==> src/rtl/alu_uart_host_pkg.sv <==
// Shared state encoding, byte-index constants and default widths for the
// ALU-over-UART host.
package alu_uart_host_pkg;

   localparam int unsigned DEFAULT_DATA_BITS   = 8;
   localparam int unsigned DEFAULT_OPCODE_BITS = 6;

   // Position of each request byte within the three-byte frame sequence
   localparam logic [1:0] IDX_OPE1   = 2'd0;
   localparam logic [1:0] IDX_OPE2   = 2'd1;
   localparam logic [1:0] IDX_OPCODE = 2'd2;

   typedef enum logic [2:0] {
      IDLE        = 3'd0,
      LOAD        = 3'd1,
      STROBE      = 3'd2,
      WAIT_BUSY   = 3'd3,
      WAIT_FREE   = 3'd4,
      WAIT_RESULT = 3'd5
   } state_e;

endpackage

==> src/rtl/timeout_counter.sv <==
// Result-wait counter: cleared on entry to the wait, counts while enabled and
// flags the cycle on which TIMEOUT_CYCLES-1 is reached.
module timeout_counter #(
   parameter int unsigned TIMEOUT_CYCLES = 1_000_000
) (
   input  logic i_clock,
   input  logic i_reset,
   input  logic i_clear,
   input  logic i_enable,
   output logic o_expired_c
);

   localparam int unsigned CNT_W = $clog2(TIMEOUT_CYCLES + 1);

   logic [CNT_W-1:0] r_count;

   always_ff @(posedge i_clock) begin
      if (i_reset || i_clear) begin
         r_count <= '0;
      end else if (i_enable) begin
         r_count <= r_count + CNT_W'(1);
      end
   end

   assign o_expired_c = i_enable && (r_count == CNT_W'(TIMEOUT_CYCLES - 1));

endmodule

==> src/rtl/alu_uart_host.sv <==
// Sends ope1, ope2, opcode over a UART transmitter, then waits for a one-byte
// ALU result from the receiver or gives up after TIMEOUT_CYCLES.
module alu_uart_host
   import alu_uart_host_pkg::*;
#(
   parameter int unsigned DATA_BITS      = DEFAULT_DATA_BITS,
   parameter int unsigned OPCODE_BITS    = DEFAULT_OPCODE_BITS,
   parameter int unsigned TIMEOUT_CYCLES = 1_000_000
) (
   input  logic                   i_clock,
   input  logic                   i_reset,
   input  logic                   i_start,
   input  logic [DATA_BITS-1:0]   i_ope1,
   input  logic [DATA_BITS-1:0]   i_ope2,
   input  logic [OPCODE_BITS-1:0] i_opcode,
   input  logic                   i_tx_available,
   output logic [DATA_BITS-1:0]   o_tx_data,
   output logic                   o_tx_start,
   input  logic [DATA_BITS-1:0]   i_rx_data,
   input  logic                   i_rx_data_ready,
   output logic [DATA_BITS-1:0]   o_result,
   output logic                   o_done,
   output logic                   o_timeout,
   output logic                   o_busy
);

   state_e                 r_state;
   logic [1:0]             r_idx;
   logic [DATA_BITS-1:0]   r_ope1;
   logic [DATA_BITS-1:0]   r_ope2;
   logic [OPCODE_BITS-1:0] r_opcode;

   logic [DATA_BITS-1:0]   w_cur_byte;
   logic                   w_cnt_clear;
   logic                   w_cnt_enable;
   logic                   w_expired;

   // Byte currently being offered to the transmitter
   always_comb begin
      w_cur_byte = r_ope1;
      case (r_idx)
         IDX_OPE2:   w_cur_byte = r_ope2;
         IDX_OPCODE: w_cur_byte = DATA_BITS'(r_opcode);
         default:    w_cur_byte = r_ope1;
      endcase
   end

   assign w_cnt_clear  = (r_state == WAIT_FREE) && i_tx_available && (r_idx == IDX_OPCODE);
   assign w_cnt_enable = (r_state == WAIT_RESULT);

   timeout_counter #(
      .TIMEOUT_CYCLES (TIMEOUT_CYCLES)
   ) u_timeout (
      .i_clock     (i_clock),
      .i_reset     (i_reset),
      .i_clear     (w_cnt_clear),
      .i_enable    (w_cnt_enable),
      .o_expired_c (w_expired)
   );

   always_ff @(posedge i_clock) begin
      if (i_reset) begin
         r_state    <= IDLE;
         r_idx      <= IDX_OPE1;
         r_ope1     <= '0;
         r_ope2     <= '0;
         r_opcode   <= '0;
         o_tx_data  <= '0;
         o_tx_start <= 1'b0;
         o_result   <= '0;
         o_done     <= 1'b0;
         o_timeout  <= 1'b0;
         o_busy     <= 1'b0;
      end else begin
         o_tx_start <= 1'b0;
         o_done     <= 1'b0;
         o_timeout  <= 1'b0;
         case (r_state)
            IDLE: begin
               if (i_start) begin
                  r_ope1   <= i_ope1;
                  r_ope2   <= i_ope2;
                  r_opcode <= i_opcode;
                  r_idx    <= IDX_OPE1;
                  o_busy   <= 1'b1;
                  r_state  <= LOAD;
               end
            end
            LOAD: begin
               o_tx_data <= w_cur_byte;
               if (i_tx_available) begin
                  o_tx_start <= 1'b1;
                  r_state    <= STROBE;
               end
            end
            STROBE: r_state <= WAIT_BUSY;
            WAIT_BUSY: begin
               if (!i_tx_available) r_state <= WAIT_FREE;
            end
            WAIT_FREE: begin
               if (i_tx_available) begin
                  if (r_idx == IDX_OPCODE) begin
                     r_state <= WAIT_RESULT;
                  end else begin
                     r_idx   <= r_idx + 2'd1;
                     r_state <= LOAD;
                  end
               end
            end
            // Received data takes priority over an expiry in the same cycle
            WAIT_RESULT: begin
               if (i_rx_data_ready) begin
                  o_result <= i_rx_data;
                  o_done   <= 1'b1;
                  o_busy   <= 1'b0;
                  r_state  <= IDLE;
               end else if (w_expired) begin
                  o_timeout <= 1'b1;
                  o_busy    <= 1'b0;
                  r_state   <= IDLE;
               end
            end
            default: begin
               o_busy  <= 1'b0;
               r_state <= IDLE;
            end
         endcase
      end
   end

endmodule

==> config.mk <==
export PLATFORM = sky130hd
export DESIGN_NAME = alu_uart_host
export DESIGN_NICKNAME = d
export VERILOG_FILES = /design/src/rtl/alu_uart_host_pkg.sv /design/src/rtl/timeout_counter.sv /design/src/rtl/alu_uart_host.sv
export SDC_FILE = /design/constraint.sdc
export NUM_CORES = 1
export LEC_CHECK = 0
export BUFFER_PORTS_ARGS = -buffer_cell sky130_fd_sc_hd__buf_4
export CORE_UTILIZATION = 27
export CTS_CLUSTER_DIAMETER = 100
export DETAILED_ROUTE_END_ITERATION = 12
export HOLD_SLACK_MARGIN = 0.12
export PLACE_DENSITY = 0.48
export SLEW_MARGIN = 20
export SYNTH_ARGS = -nofsm -noshare
export SYNTH_HDL_FRONTEND = slang
export SYNTH_SLANG_ARGS = --single-unit
==> constraint.sdc <==
create_clock -name i_clock -period 4.73 [get_ports i_clock]
set_clock_uncertainty 0.15 [all_clocks]
set_input_delay 0.7095 -clock i_clock [delete_from_list [all_inputs] [get_ports i_clock]]
set_output_delay 0.7095 -clock i_clock [all_outputs]
set_load 0.1 [all_outputs]
== Yosys cells after proc, flatten, opt, wreduce, memory -nomap -nowiden ==
Cells that the tools add are included.
Storage, ports and cells
  register bits: 67
  output and inout bits: 20
  word-level logic and storage cells: 66
Operators by class
  $add $sub $neg: 2
  equality and inequality tests: 14
  muxes and demuxes: 20
  bitwise logic cells: 3
  reduce and logical (&&, ||, !) cells: 15
Operators with widths (number)
  2-to-1 mux 3 bit: 7
  adder 20 x 1 -> 20 bit (second input constant): 1
  == test 20 bit (second input constant): 1
  case mux 3 bit (6 select lines): 1
  case mux 8 bit (2 select lines): 1
  != test 2 bit (second input constant): 5
  == test 3 x 2 -> 1 bit (second input constant): 2
  == test 3 bit (second input constant): 2
  2-to-1 mux 1 bit: 6
  2-to-1 mux 2 bit: 3
  AND reduction 5 bit: 1
  case mux 2 bit (2 select lines): 1
  AND reduction 2 bit: 2
  AND reduction 4 bit: 1
  OR reduction 2 bit: 2
  OR reduction 4 bit: 1
  == test 3 x 1 -> 1 bit (second input constant): 1
  logical AND 1 bit: 3
  zero test 3 bit: 1
  != test 3 bit (second input constant): 1
  NOT 1 bit: 3
  case mux 1 bit (3 select lines): 1
  AND reduction 3 bit: 1
  OR reduction 3 bit: 1
  5 further kinds: 5

== Logic depth before layout (Yosys ltp) ==
Gate-level depths: netlist of the first run.
  depth after elaboration: 5
  mapped depth: 8
  depth with buffers taken out: 6

== Cells and area by module ==
From an unflattened synthesis of the first run, not the netlist that was laid out.
Unflattened totals
  cells, all modules: 370
  area, all modules: 2916.5 um2
By module, submodules not included
  alu_uart_host: instances 1, cells each 251, area an instance 1936.9 um2, sequential area each 940.9 um2
  timeout_counter: instances 1, cells each 119, area an instance 979.7 um2, sequential area each 400.4 um2

== Worst setup path before layout of the first run ==
No wires, ideal clock.
  kind: reg2reg
  start point: register r_idx[0]
  end point: register u_timeout.r_count[0]
  setup time: 128 ps
  arrival time: 1817 ps
  required time: 4452 ps
  setup slack: 2635 ps
  stages on the path, launching flop included: 9
  buffers on the path: 3
  clock period less this slack: 2095 ps
  cells stage by stage: dfxtp_1 inv_1 ha_1 clkbuf_1 nor4bb_1 a21o_1 clkbuf_1 clkbuf_1 nor2_1
On the way
  word-level cells in the longest chain between the ends: 3
Ends and longest elaborated chain
  from (decl): line alu_uart_host.sv:28  | logic [1:0] r_idx;
  from (signal assigned): line alu_uart_host.sv:105  | r_idx <= r_idx + 2'd1;
  == test 2 bit: line alu_uart_host.sv:48  | assign w_cnt_clear = (r_state == WAIT_FREE) && i_tx_available && (r_idx == IDX_OPCODE);
  logical AND 1 bit: line alu_uart_host.sv:48
  logical OR 1 bit: line timeout_counter.sv:18  | if (i_reset || i_clear) begin
  to (signal assigned): line timeout_counter.sv:21  | r_count <= r_count + CNT_W'(1);
  to (decl): line timeout_counter.sv:15  | logic [CNT_W-1:0] r_count;
No other way between the ends.
A chain may end at the register's enable or synchronous reset.

== Worst setup path after layout of the first run ==
  start point: register r_state[2]
  end point: register u_timeout.r_count[17]
On the way
  word-level cells in the longest chain between the ends: 4
  elaborated cells between the ends (all ways): 5
  those cells by class: eq/ne: 2; reduce/logical: 3
Ends and longest elaborated chain
  from (decl): line alu_uart_host.sv:27  | state_e r_state;
  from (signal assigned): line alu_uart_host.sv:63  | r_state <= IDLE;
  from (signal assigned): line alu_uart_host.sv:86  | r_state <= LOAD;
  from (signal assigned): line alu_uart_host.sv:93  | r_state <= STROBE;
  == test 3 bit: line alu_uart_host.sv:48
  logical AND 1 bit (2 in a row): line alu_uart_host.sv:48
  logical OR 1 bit: line timeout_counter.sv:18
Several ways; a longest one is shown, not always the timed one.

==> metrics.log, run 1 <==
[metrics] CP peak stage delay: about 0.70 ns
[metrics] Clock Path Buffers: 2
[metrics] area enclosed by the die boundary: around 11,000 sq um
[metrics] reg-to-reg startpoint: r_state[2]$_SDFFE_PP0P_
[metrics] initial antenna violation count: 0
[metrics] remaining antenna violation count: 0
[metrics] Starting Density: approximately 28%
[metrics] outcome: complete, no violations
[metrics] average size of a mapped cell: 7.90 sq um
[metrics] sequential cell area: approximately 1300 sq um
[metrics] syn nets: ~400
[metrics] H-tree levels: 3
[metrics] hold-fix buffers at CTS: 0
[metrics] start-to-end type of the worst setup path: reg -> reg
[metrics] CP Data Required Time: just under 5 ns
[metrics] number of buffers created by CTS: 9
[metrics] share of total power in combinational logic: between 10% and 20%
[metrics] Worst setup startpoint: r_state[2]$_SDFFE_PP0P_
[metrics] final global-route overflow total: 0
[metrics] slew margin rel.: between 30% and 40%
[metrics] clock transition at the registers of the reported paths: about 0.08 ns
[metrics] average routed wire per standard cell: about 13 um
[metrics] RSZ-0062 raised after global routing: false
[metrics] post-placement cell count: roughly 530
[metrics] warnings from Yosys: 0
[metrics] final critical path time including I/O delays and setup: approximately 2.4 ns
[metrics] clk sink count: 67
[metrics] DRC errors left: 0
[metrics] destination of the critical timing path: u_timeout.r_count[17]$_SDFFE_PP0N_
[metrics] element type at the critical path start: register
[metrics] die boundary height: ~110 um
[metrics] Switching Fraction: between 20% and 30%
[metrics] number of enable-type register cells in the synthesized netlist: 0
[metrics] share of the synthesized area in the top cell type: roughly 47%
[metrics] FP Rows: 37
[metrics] number of maximum-capacitance constraint violations: 0
[metrics] fin worst setup slack: about 2.4 ns
[metrics] maximum number of pins on one net before global-route repair: 49
[metrics] non-filler cells in the finished layout: between 500 and 600
[metrics] boundary pin count: 55
[metrics] Syn Std Cell Area: between 2000 and 3000 sq um
[metrics] net count of the finished layout: 444
[metrics] post-CTS setup buffers: 0
[metrics] cts repair resizes: 0
[metrics] # fillers: 1,110
[metrics] largest fanout on the critical path: 14
[metrics] R2R depth: 4
[metrics] Cell Int Power: slightly above 800 uW
[metrics] Seq cells post-synth: 67
[metrics] insertion delay to the later sink of the worst-skew pair: approximately 0.34 ns
[metrics] Worst path most repeated cell: or4_1
[metrics] HPWL reported at the end of detailed placement: 4750 um
[metrics] number of library cell types mapped by synthesis: 46
[metrics] fraction of final layout cells sized beyond drive strength 1: between 10% and 20%
[metrics] final clock period utilization by the worst path: just under 50%
[metrics] Hold Startpoint: r_opcode[5]$_SDFFE_PP0P_
[metrics] worst supply voltage drop on vdd: 0.000142 V
[metrics] final-report max-slew violation count: 0
[metrics] routed via count: approximately 2,600
[metrics] Detailed Route Iter0 Violations: around 160
[metrics] Switching Power: approximately 340 uW
[metrics] end of the worst register-to-register path: u_timeout.r_count[17]$_SDFFE_PP0N_
[metrics] tightest hold margin: slightly above 0.3 ns
[metrics] max frequency: approximately 0.43 GHz
[metrics] largest area contributor in the netlist: dfxtp_1
[metrics] FF-to-FF setup slack: 2.38 ns
[metrics] total global routing track utilization: 13.2%
[metrics] main area contributors after synthesis: dfxtp_1, nand2_1, a21oi_1
[metrics] setup violators final: 0
[metrics] area of the core: around 10,000 sq um
[metrics] slowest library cell on the worst path: or4_1
[metrics] wire length after detailed routing: 6860 um
[metrics] final total negative setup slack: 0 ns
[metrics] Place WS: 2.40 ns
[metrics] part of the power in registers: roughly 50%
[metrics] clock root buffer: clkbuf_8
[metrics] number of diodes added for antenna fixing: 0
[metrics] pin slew with the least headroom to its limit: about 0.9 ns
[metrics] global-route wire length before repair: around 12,000 um
[metrics] worst-path cell chain: nand4b_1 > or4_1 > or4_1 > nand2_1
[metrics] First-pass DRT Iterations: 4
[metrics] Final Hold Fails: 0
[metrics] Area growth syn-to-layout: 22.8%
[metrics] arrival time at the worst endpoint: 2.49 ns
[metrics] Tightest Hold Check Type: reg -> reg
[metrics] average via count per standard cell: about 4.8
[metrics] sequential share of the synthesized area: 46.5%
[metrics] kind of capture point of the worst setup path: register
[metrics] Cells after Synth: roughly 370
[metrics] PwrDens: about 330 nW/um^2
[metrics] chip width: between 100 and 150 um
[metrics] number of global-route vias before repair: ~2,400
[metrics] clock tree from TritonCTS: yes
[metrics] share of total power in the clock network: around 37%
[metrics] static leakage: roughly 0.0013 uW
[metrics] number of buffers added on ports: 54
[metrics] GPL Wtd Cong: 0.713
[metrics] Primary FF master, synth: dfxtp_1
[metrics] fraction of registers with async set/reset: 0%
[metrics] area of the multi-input gates: 1430 sq um
-- cell usage in the layout (no fill, tap or decap), drive strengths merged, types with 3 or more instances in the layout --
master and count:
buf 54, and4 3, nor3 8, or4 9
nand2b 3, nor4 3, inv 7, nand3 6
a21oi 45, dfxtp 67, nand4 6, o31ai 3
xor2 6, clkbuf 9, nor2 21, nand2 98
xnor2 5, clkinv 4, a22oi 7, o21ai 11
o211ai 4, and3 3, ha 3
-- cells by family after synthesis --
group	Yosys count	synth area share, %
xor+xnor	11	3.34
mux	1	0.347
compound gates	81	16.4
flops	67	46.5
fa+ha+maj	3	1.30
buf+inv	29	3.95
simple gates	173	28.2
-- synth_stat cells (5+ instances only) --
cell type and number:
xor2_1 6, o21ai_0 11, nand3_1 6, xnor2_1 5, nand2_1 98, nand4_1 5
inv_1 5, nor3_1 8, a22oi_1 7, a21oi_1 45, clkbuf_1 19, or4_1 9
nor2_1 21, dfxtp_1 67
-- flip-flops by register name, summed over array words and instances, names as in the netlist --
register,flops
o_timeout,1
o_result,8
r_idx,2
r_state,3
o_busy,1
u_timeout.r_count,20
r_opcode,6
o_tx_data,8
o_tx_start,1
r_ope1,8
r_ope2,8
o_done,1
-- worst min path at each step --
stage | to | slack [ns] | cells past startpoint
final | r_opcode[5]$_SDFFE_PP0P_ | 0.31 | 2
after global routing | o_tx_data[3]$_SDFFE_PP0P_ | 0.33 | 2
after CTS | r_ope2[6]$_SDFFE_PP0P_ | 0.31 | 2
after detailed placement | r_ope2[6]$_SDFFE_PP0P_ | 0.30 | 2
after global placement | r_ope1[5]$_SDFFE_PP0P_ | 0.29 | 2
after floorplan | r_opcode[0]$_SDFFE_PP0P_ | 0.29 | 2
-- per-layer routing --
metal  track usage [%]  part of all wire (%)  vias to the layer above
met5                 0                     0                        -
met4              6.44                   2.1                        0
met3              2.84                   4.3                       12
met2              19.7                    44                       69
met1              17.8                    50                     1194
li1                  -                     -                     1346
-- cell type report --
class,instances,area share (%)
clock buffers,9,3.50
clock inverters,7,1.48
inverters,5,0.530
multi-input cells,269,40.4
flip-flops and latches,67,37.9
well taps,136,4.81
repair buffers,54,11.4
-- critical path, delay by kind of cell (launching register included) --
kind | cells | cell delay, ns
simple gates | 4 | 1.57
flops | 1 | 0.57
-- power groups by stage --
stage | logic, uW | registers (uW) | clock network, uW
floorplan | 65.1 | 641 | 0
global placement | 140 | 611 | 0
detailed placement | 142 | 611 | 0
CTS | 142 | 598 | 444
global route | 153 | 601 | 473
finish | 140 | 598 | 424
-- metrics by stage --
stage	total power (uW)	util [%]	cell area (sq um)
after floorplan	706	-	2880
after global placement	751	32.6	3360
after detailed placement	753	32.6	3360
after global routing	1230	34.3	3540
after CTS	1180	34.3	3540
final	1160	34.3	3540
Power figures use the tool's default switching activity.
==> inputs of run 2 (changes only) <==
==> constraint.sdc (replaced) <==
create_clock -name i_clock -period 2.2 [get_ports i_clock]
set_clock_uncertainty 0.15 [all_clocks]
set_input_delay 0.33 -clock i_clock [delete_from_list [all_inputs] [get_ports i_clock]]
set_output_delay 0.33 -clock i_clock [all_outputs]
set_load 0.1 [all_outputs]
==> run 2 against run 1 <==
Fmax rose by 17%. Wire length is 9.2% higher. Cell area rose by 13%. Non-clock buffer count up 44. Clock power grew to 2.9 times the previous value. Worst hold slack lost 0.12 ns. Combinational power rose to 2.7 times the previous value. Via count up 6.5%. Die area unchanged. Largest cell class unchanged.
==> metrics.log, run 2 (synthesized netlist as in run 1, its figures left out) <==
[metrics] remaining antenna violation count: 0
[metrics] Final Hold Fails: 0
[metrics] number of buffers created by CTS: 9
[metrics] flip-flop count of the largest register after layout: 20
[metrics] RSZ-0062 raised after global routing: false
[metrics] insertion delay to the later sink of the worst-skew pair: between 0.3 and 0.4 ns
[metrics] Tightest Hold Check Type: in -> reg
[metrics] post-placement cell count: between 500 and 600
[metrics] fraction of final layout cells sized beyond drive strength 1: 19.3%
[metrics] final clock period utilization by the worst path: ~90%
[metrics] final-report max-slew violation count: 0
[metrics] number of global-route vias before repair: between 2,000 and 3,000
[metrics] Area growth syn-to-layout: 39.0%
[metrics] pin slew with the least headroom to its limit: around 0.59 ns
[metrics] worst supply voltage drop on vdd: between 0.0002 and 0.0003 V
[metrics] clock tree from TritonCTS: yes
[metrics] # fillers: ~1,100
[metrics] start-to-end type of the worst setup path: reg -> reg
[metrics] net count of the finished layout: a little under 500
[metrics] final total negative setup slack: 0 ns
[metrics] slew margin rel.: 60.3%
[metrics] First-pass DRT Iterations: 4
[metrics] H-tree levels: 3
[metrics] overall power after layout: about 2900 uW
[metrics] area of the core: about 10,000 sq um
[metrics] outcome: complete, no violations
[metrics] wire length after detailed routing: between 7000 and 8000 um
[metrics] FP Rows: 37
[metrics] max frequency: around 0.50 GHz
[metrics] maximum number of pins on one net before global-route repair: 26
[metrics] boundary pin count: 55
[metrics] setup violators final: 0
[metrics] largest fanout on the critical path: 8
[metrics] commonest cells after routing, fill and taps aside: nand2_1, buf_4, dfxtp_1
[metrics] final global-route overflow total: 0
[metrics] CP Data Required Time: roughly 2.3 ns
[metrics] average routed wire per standard cell: 12.7 um
[metrics] final critical path time including I/O delays and setup: about 2.0 ns
[metrics] initial antenna violation count: 0
[metrics] number of diodes added for antenna fixing: 0
[metrics] total global routing track utilization: 14.6%
[metrics] Starting Density: between 20 and 30%
[metrics] global-route wire length before repair: between 10,000 and 15,000 um
[metrics] number of buffers added on ports: 54
[metrics] PwrDens: 712 nW/um^2
[metrics] clock root buffer: clkbuf_8
[metrics] GPL Wtd Cong: a little under 0.8
[metrics] DRC errors left: 0
[metrics] die boundary height: ~110 um
[metrics] element type at the critical path start: register
[metrics] routed via count: around 2,800
[metrics] most common cell after layout, fill and taps aside: nand2_1
[metrics] register with the most flip-flops: u_timeout.r_count
[metrics] number of maximum-capacitance constraint violations: 0
[metrics] HPWL reported at the end of detailed placement: about 5100 um
[metrics] static leakage: approximately 0.0015 uW
[metrics] Detailed Route Iter0 Violations: ~100
[metrics] kind of capture point of the worst setup path: register
[metrics] arrival time at the worst endpoint: 2.13 ns
[metrics] average via count per standard cell: 4.72
[metrics] clk sink count: between 60 and 70
[metrics] chip width: about 110 um
[metrics] tightest hold margin: 0.181 ns
[metrics] clock transition at the registers of the reported paths: approximately 0.08 ns
[metrics] Clock Path Buffers: 2
[metrics] area enclosed by the die boundary: approximately 11,000 sq um
[metrics] non-filler cells in the finished layout: about 600
run 2: worst paths after layout:
| path | startpoint | to | slack (ns) | cells past startpoint |
|---|---|---|---|---|
| max | u_timeout.r_count[0]$_SDFFE_PP0N_ | u_timeout.r_count[16]$_SDFFE_PP0N_ | 0.19 | 5 |
| min | i_reset | o_done$_SDFF_PP0_ | 0.18 | 2 |
| max reg2reg | u_timeout.r_count[0]$_SDFFE_PP0N_ | u_timeout.r_count[16]$_SDFFE_PP0N_ | 0.19 | 5 |
| min reg2reg | r_opcode[5]$_SDFFE_PP0P_ | r_opcode[5]$_SDFFE_PP0P_ | 0.31 | 2 |
run 2: what timing repair did:
| item | in CTS | in global routing |
|---|---|---|
| hold endpoints to repair | 31 | 0 |
| gates resized for setup | 0 | 0 |
| hold buffers | 31 | 0 |
| setup buffers | 0 | 0 |
run 2: critical path: stages, from the launching register on:
cell and delay [ns]:
dfxtp_1 0.42, ha_1 0.24, and4_2 0.26, nand2_1 0.18
or4_1 0.54, a21oi_1 0.14
run 2: per-stage QoR:
| step | utilization, % | cell area, sq um | worst slack (ns) |
|---|---|---|---|
| after floorplan | - | 2880 | 0.105 |
| after global placement | 33.5 | 3460 | 0.188 |
| after detailed placement | 33.5 | 3460 | 0.221 |
| after CTS | 38.8 | 4010 | 0.190 |
| after global routing | 38.8 | 4010 | 0.0492 |
| final | 38.8 | 4010 | 0.193 |
run 2: layout make-up:
type	count	area, sq um	share of cell area (%)
tap	136	170	4.24
timing repair buffer	98	813	20.3
multi-input combinational	269	1430	35.6
inverter	5	18.8	0.468
clock buffer	11	151	3.78
sequential	67	1340	33.5
clock inverter	5	85.1	2.12
run 2: power breakdown:
group	switching, uW	leakage, uW	total (uW)	internal, uW
Sequential	22.4	0.000544	1280	1260
Clock	502	0.000116	1210	704
Combinational	221	0.000851	371	151
Total	745	0.00151	2860	2110
run 2: per-layer routing:
metal  up-vias  wire (um)  global-route usage (%)
met5         -          0                       0
met4         0         98                    5.43
met3         8        271                    3.22
met2        55       3500                    24.1
met1      1296       3620                    18.6
li1       1433          -                       -
==> inputs of run 3 (changes only) <==
--- a/config.mk
+++ b/config.mk
@@ -6,6 +6,7 @@
 export NUM_CORES = 1
 export LEC_CHECK = 0
 export BUFFER_PORTS_ARGS = -buffer_cell sky130_fd_sc_hd__buf_4
+export CORE_ASPECT_RATIO = 1.25
 export CORE_UTILIZATION = 27
 export CTS_CLUSTER_DIAMETER = 100
 export DETAILED_ROUTE_END_ITERATION = 12
==> run 3 against run 2 <==
Total power up 13%. Core utilization rose by 0.95 points. Sequential power is essentially flat. Clock-buffer cell count down 1. Highest routed layer unchanged. Wire length increased by 2.4%. Combinational power shrank 1%. First-iteration DRC count down 5.0%. Non-clock buffer count is 1 lower. Worst setup slack got worse by 0.039 ns. Sequential cell count unchanged.
==> metrics.log, run 3 (synthesized netlist as in run 1, its figures left out) <==
[metrics] outcome: complete, no violations
[metrics] number of buffers added on ports: 54
[metrics] Detailed Route Iter0 Violations: 96
[metrics] area of the core: roughly 10,000 sq um
[metrics] cts repair resizes: 0
[metrics] net count of the finished layout: just under 500
[metrics] max frequency: 0.489 GHz
[metrics] maximum number of pins on one net before global-route repair: 31
[metrics] Worst setup startpoint: u_timeout.r_count[6]$_SDFFE_PP0N_
[metrics] register with the most flip-flops: u_timeout.r_count
[metrics] First-pass DRT Iterations: 4
[metrics] average routed wire per standard cell: 13.2 um
[metrics] Tightest Hold Check Type: in -> reg
[metrics] routed via count: ~2,800
[metrics] fraction of final layout cells sized beyond drive strength 1: a little under 20%
[metrics] Clock Path Buffers: 2
[metrics] hold-fix buffers at CTS: 30
[metrics] most common cell after layout, fill and taps aside: nand2_1
[metrics] post-CTS setup buffers: 0
[metrics] R2R depth: 4
[metrics] end of the worst register-to-register path: u_timeout.r_count[17]$_SDFFE_PP0N_
[metrics] number of global-route vias before repair: 2,625
[metrics] worst supply voltage drop on vdd: 0.000464 V
[metrics] wire length after detailed routing: around 7700 um
[metrics] # fillers: 1,089
[metrics] Place WS: 0.171 ns
[metrics] setup violators final: 0
[metrics] pin slew with the least headroom to its limit: 0.498 ns
[metrics] chip width: 94.4 um
[metrics] final clock period utilization by the worst path: ~93%
[metrics] start-to-end type of the worst setup path: reg -> reg
[metrics] HPWL reported at the end of detailed placement: 5230 um
[metrics] final total negative setup slack: 0 ns
[metrics] die boundary height: 118 um
[metrics] kind of capture point of the worst setup path: register
[metrics] arrival time at the worst endpoint: 2.17 ns
[metrics] Starting Density: roughly 28%
[metrics] final critical path time including I/O delays and setup: a little over 2 ns
[metrics] FP Rows: a little over 40
[metrics] number of buffers created by CTS: 9
[metrics] DRC errors left: 0
[metrics] FF-to-FF setup slack: around 0.15 ns
[metrics] Final Hold Fails: 0
[metrics] Area growth syn-to-layout: 41.5%
[metrics] flip-flop count of the largest register after layout: 20
[metrics] total global routing track utilization: between 10% and 20%
[metrics] commonest cells after routing, fill and taps aside: nand2_1, buf_4, dfxtp_1
[metrics] M2 GR Usage: 24.7%
[metrics] largest fanout on the critical path: 8
[metrics] gr busiest metal: met2
[metrics] reg-to-reg startpoint: u_timeout.r_count[6]$_SDFFE_PP0N_
[metrics] final global-route overflow total: 0
[metrics] RSZ-0062 raised after global routing: false
[metrics] destination of the critical timing path: u_timeout.r_count[17]$_SDFFE_PP0N_
[metrics] average via count per standard cell: 4.75
[metrics] met1 GRT Util: 17.6%
[metrics] GPL Wtd Cong: about 0.8
[metrics] static leakage: ~0.0015 uW
[metrics] remaining antenna violation count: 0
[metrics] number of maximum-capacitance constraint violations: 0
[metrics] PwrDens: 790 nW/um^2
[metrics] Final Util: between 30% and 40%
[metrics] number of diodes added for antenna fixing: 0
[metrics] global-route wire length before repair: around 13,000 um
[metrics] CP Data Required Time: between 2 and 2.5 ns
[metrics] met3 track utilization from global routing: under 10%
[metrics] fin worst setup slack: ~0.15 ns
[metrics] insertion delay to the later sink of the worst-skew pair: 0.34 ns
[metrics] initial antenna violation count: 0
[metrics] slew margin rel.: 66.7%
[metrics] clock tree from TritonCTS: yes
[metrics] final-report max-slew violation count: 0
[metrics] boundary pin count: 55
[metrics] area enclosed by the die boundary: 11,100 sq um
[metrics] clk sink count: between 60 and 70
[metrics] element type at the critical path start: register
[metrics] clock transition at the registers of the reported paths: approximately 0.060 ns
[metrics] clock root buffer: clkbuf_16
[metrics] H-tree levels: 3
## run 3: layer usage
layer	part of all wire, %	vias up
met3	2.5	12
met1	45	1278
li1	-	1434
met4	2.1	0
met5	0	-
met2	51	45
## run 3: layout make-up
type	instances	area (sq um)	share of cell area (%)
multi-input combinational	269	1430	35.0
clock buffer	10	239	5.86
tap	129	161	3.95
sequential	67	1340	32.9
clock inverter	6	88.8	2.18
inverter	5	18.8	0.460
timing repair buffer	97	803	19.7
## run 3: through the flow
step	hold slack, ns	instances	cell area [sq um]	power (uW)
6_report	0.138	583	4080	3220
5_1_grt	0.153	583	4080	3340
4_1_cts	0.130	583	4080	3260
3_5_place_dp	0.297	537	3450	1630
3_3_place_gp	0.295	537	3450	1630
2_1_floorplan	0.286	365	2880	1520
## run 3: how the worst min path moves through the flow
stage	from	end	cells after the start
floorplan	r_opcode[0]$_SDFFE_PP0P_	r_opcode[0]$_SDFFE_PP0P_	2
global placement	r_ope1[0]$_SDFFE_PP0P_	r_ope1[0]$_SDFFE_PP0P_	2
detailed placement	r_ope1[0]$_SDFFE_PP0P_	r_ope1[0]$_SDFFE_PP0P_	2
CTS	i_tx_available	o_tx_start$_SDFF_PP0_	3
global route	i_tx_available	o_tx_start$_SDFF_PP0_	3
finish	i_tx_available	o_tx_start$_SDFF_PP0_	3
## run 3: where the power goes
| group | switching, uW | leakage [uW] | total, uW | internal, uW |
|---|---|---|---|---|
| Clock | 555 | 0.000155 | 1580 | 1020 |
| Combinational | 220 | 0.000848 | 367 | 147 |
| Sequential | 22.6 | 0.000544 | 1280 | 1260 |
| Total | 797 | 0.00155 | 3220 | 2430 |
## run 3: worst max-delay path: stages, from the launching register on
cell     delay (ns)
dfxtp_1        0.41
nand4_1        0.19
or4_1          0.65
or4_1          0.50
nand2_1        0.08
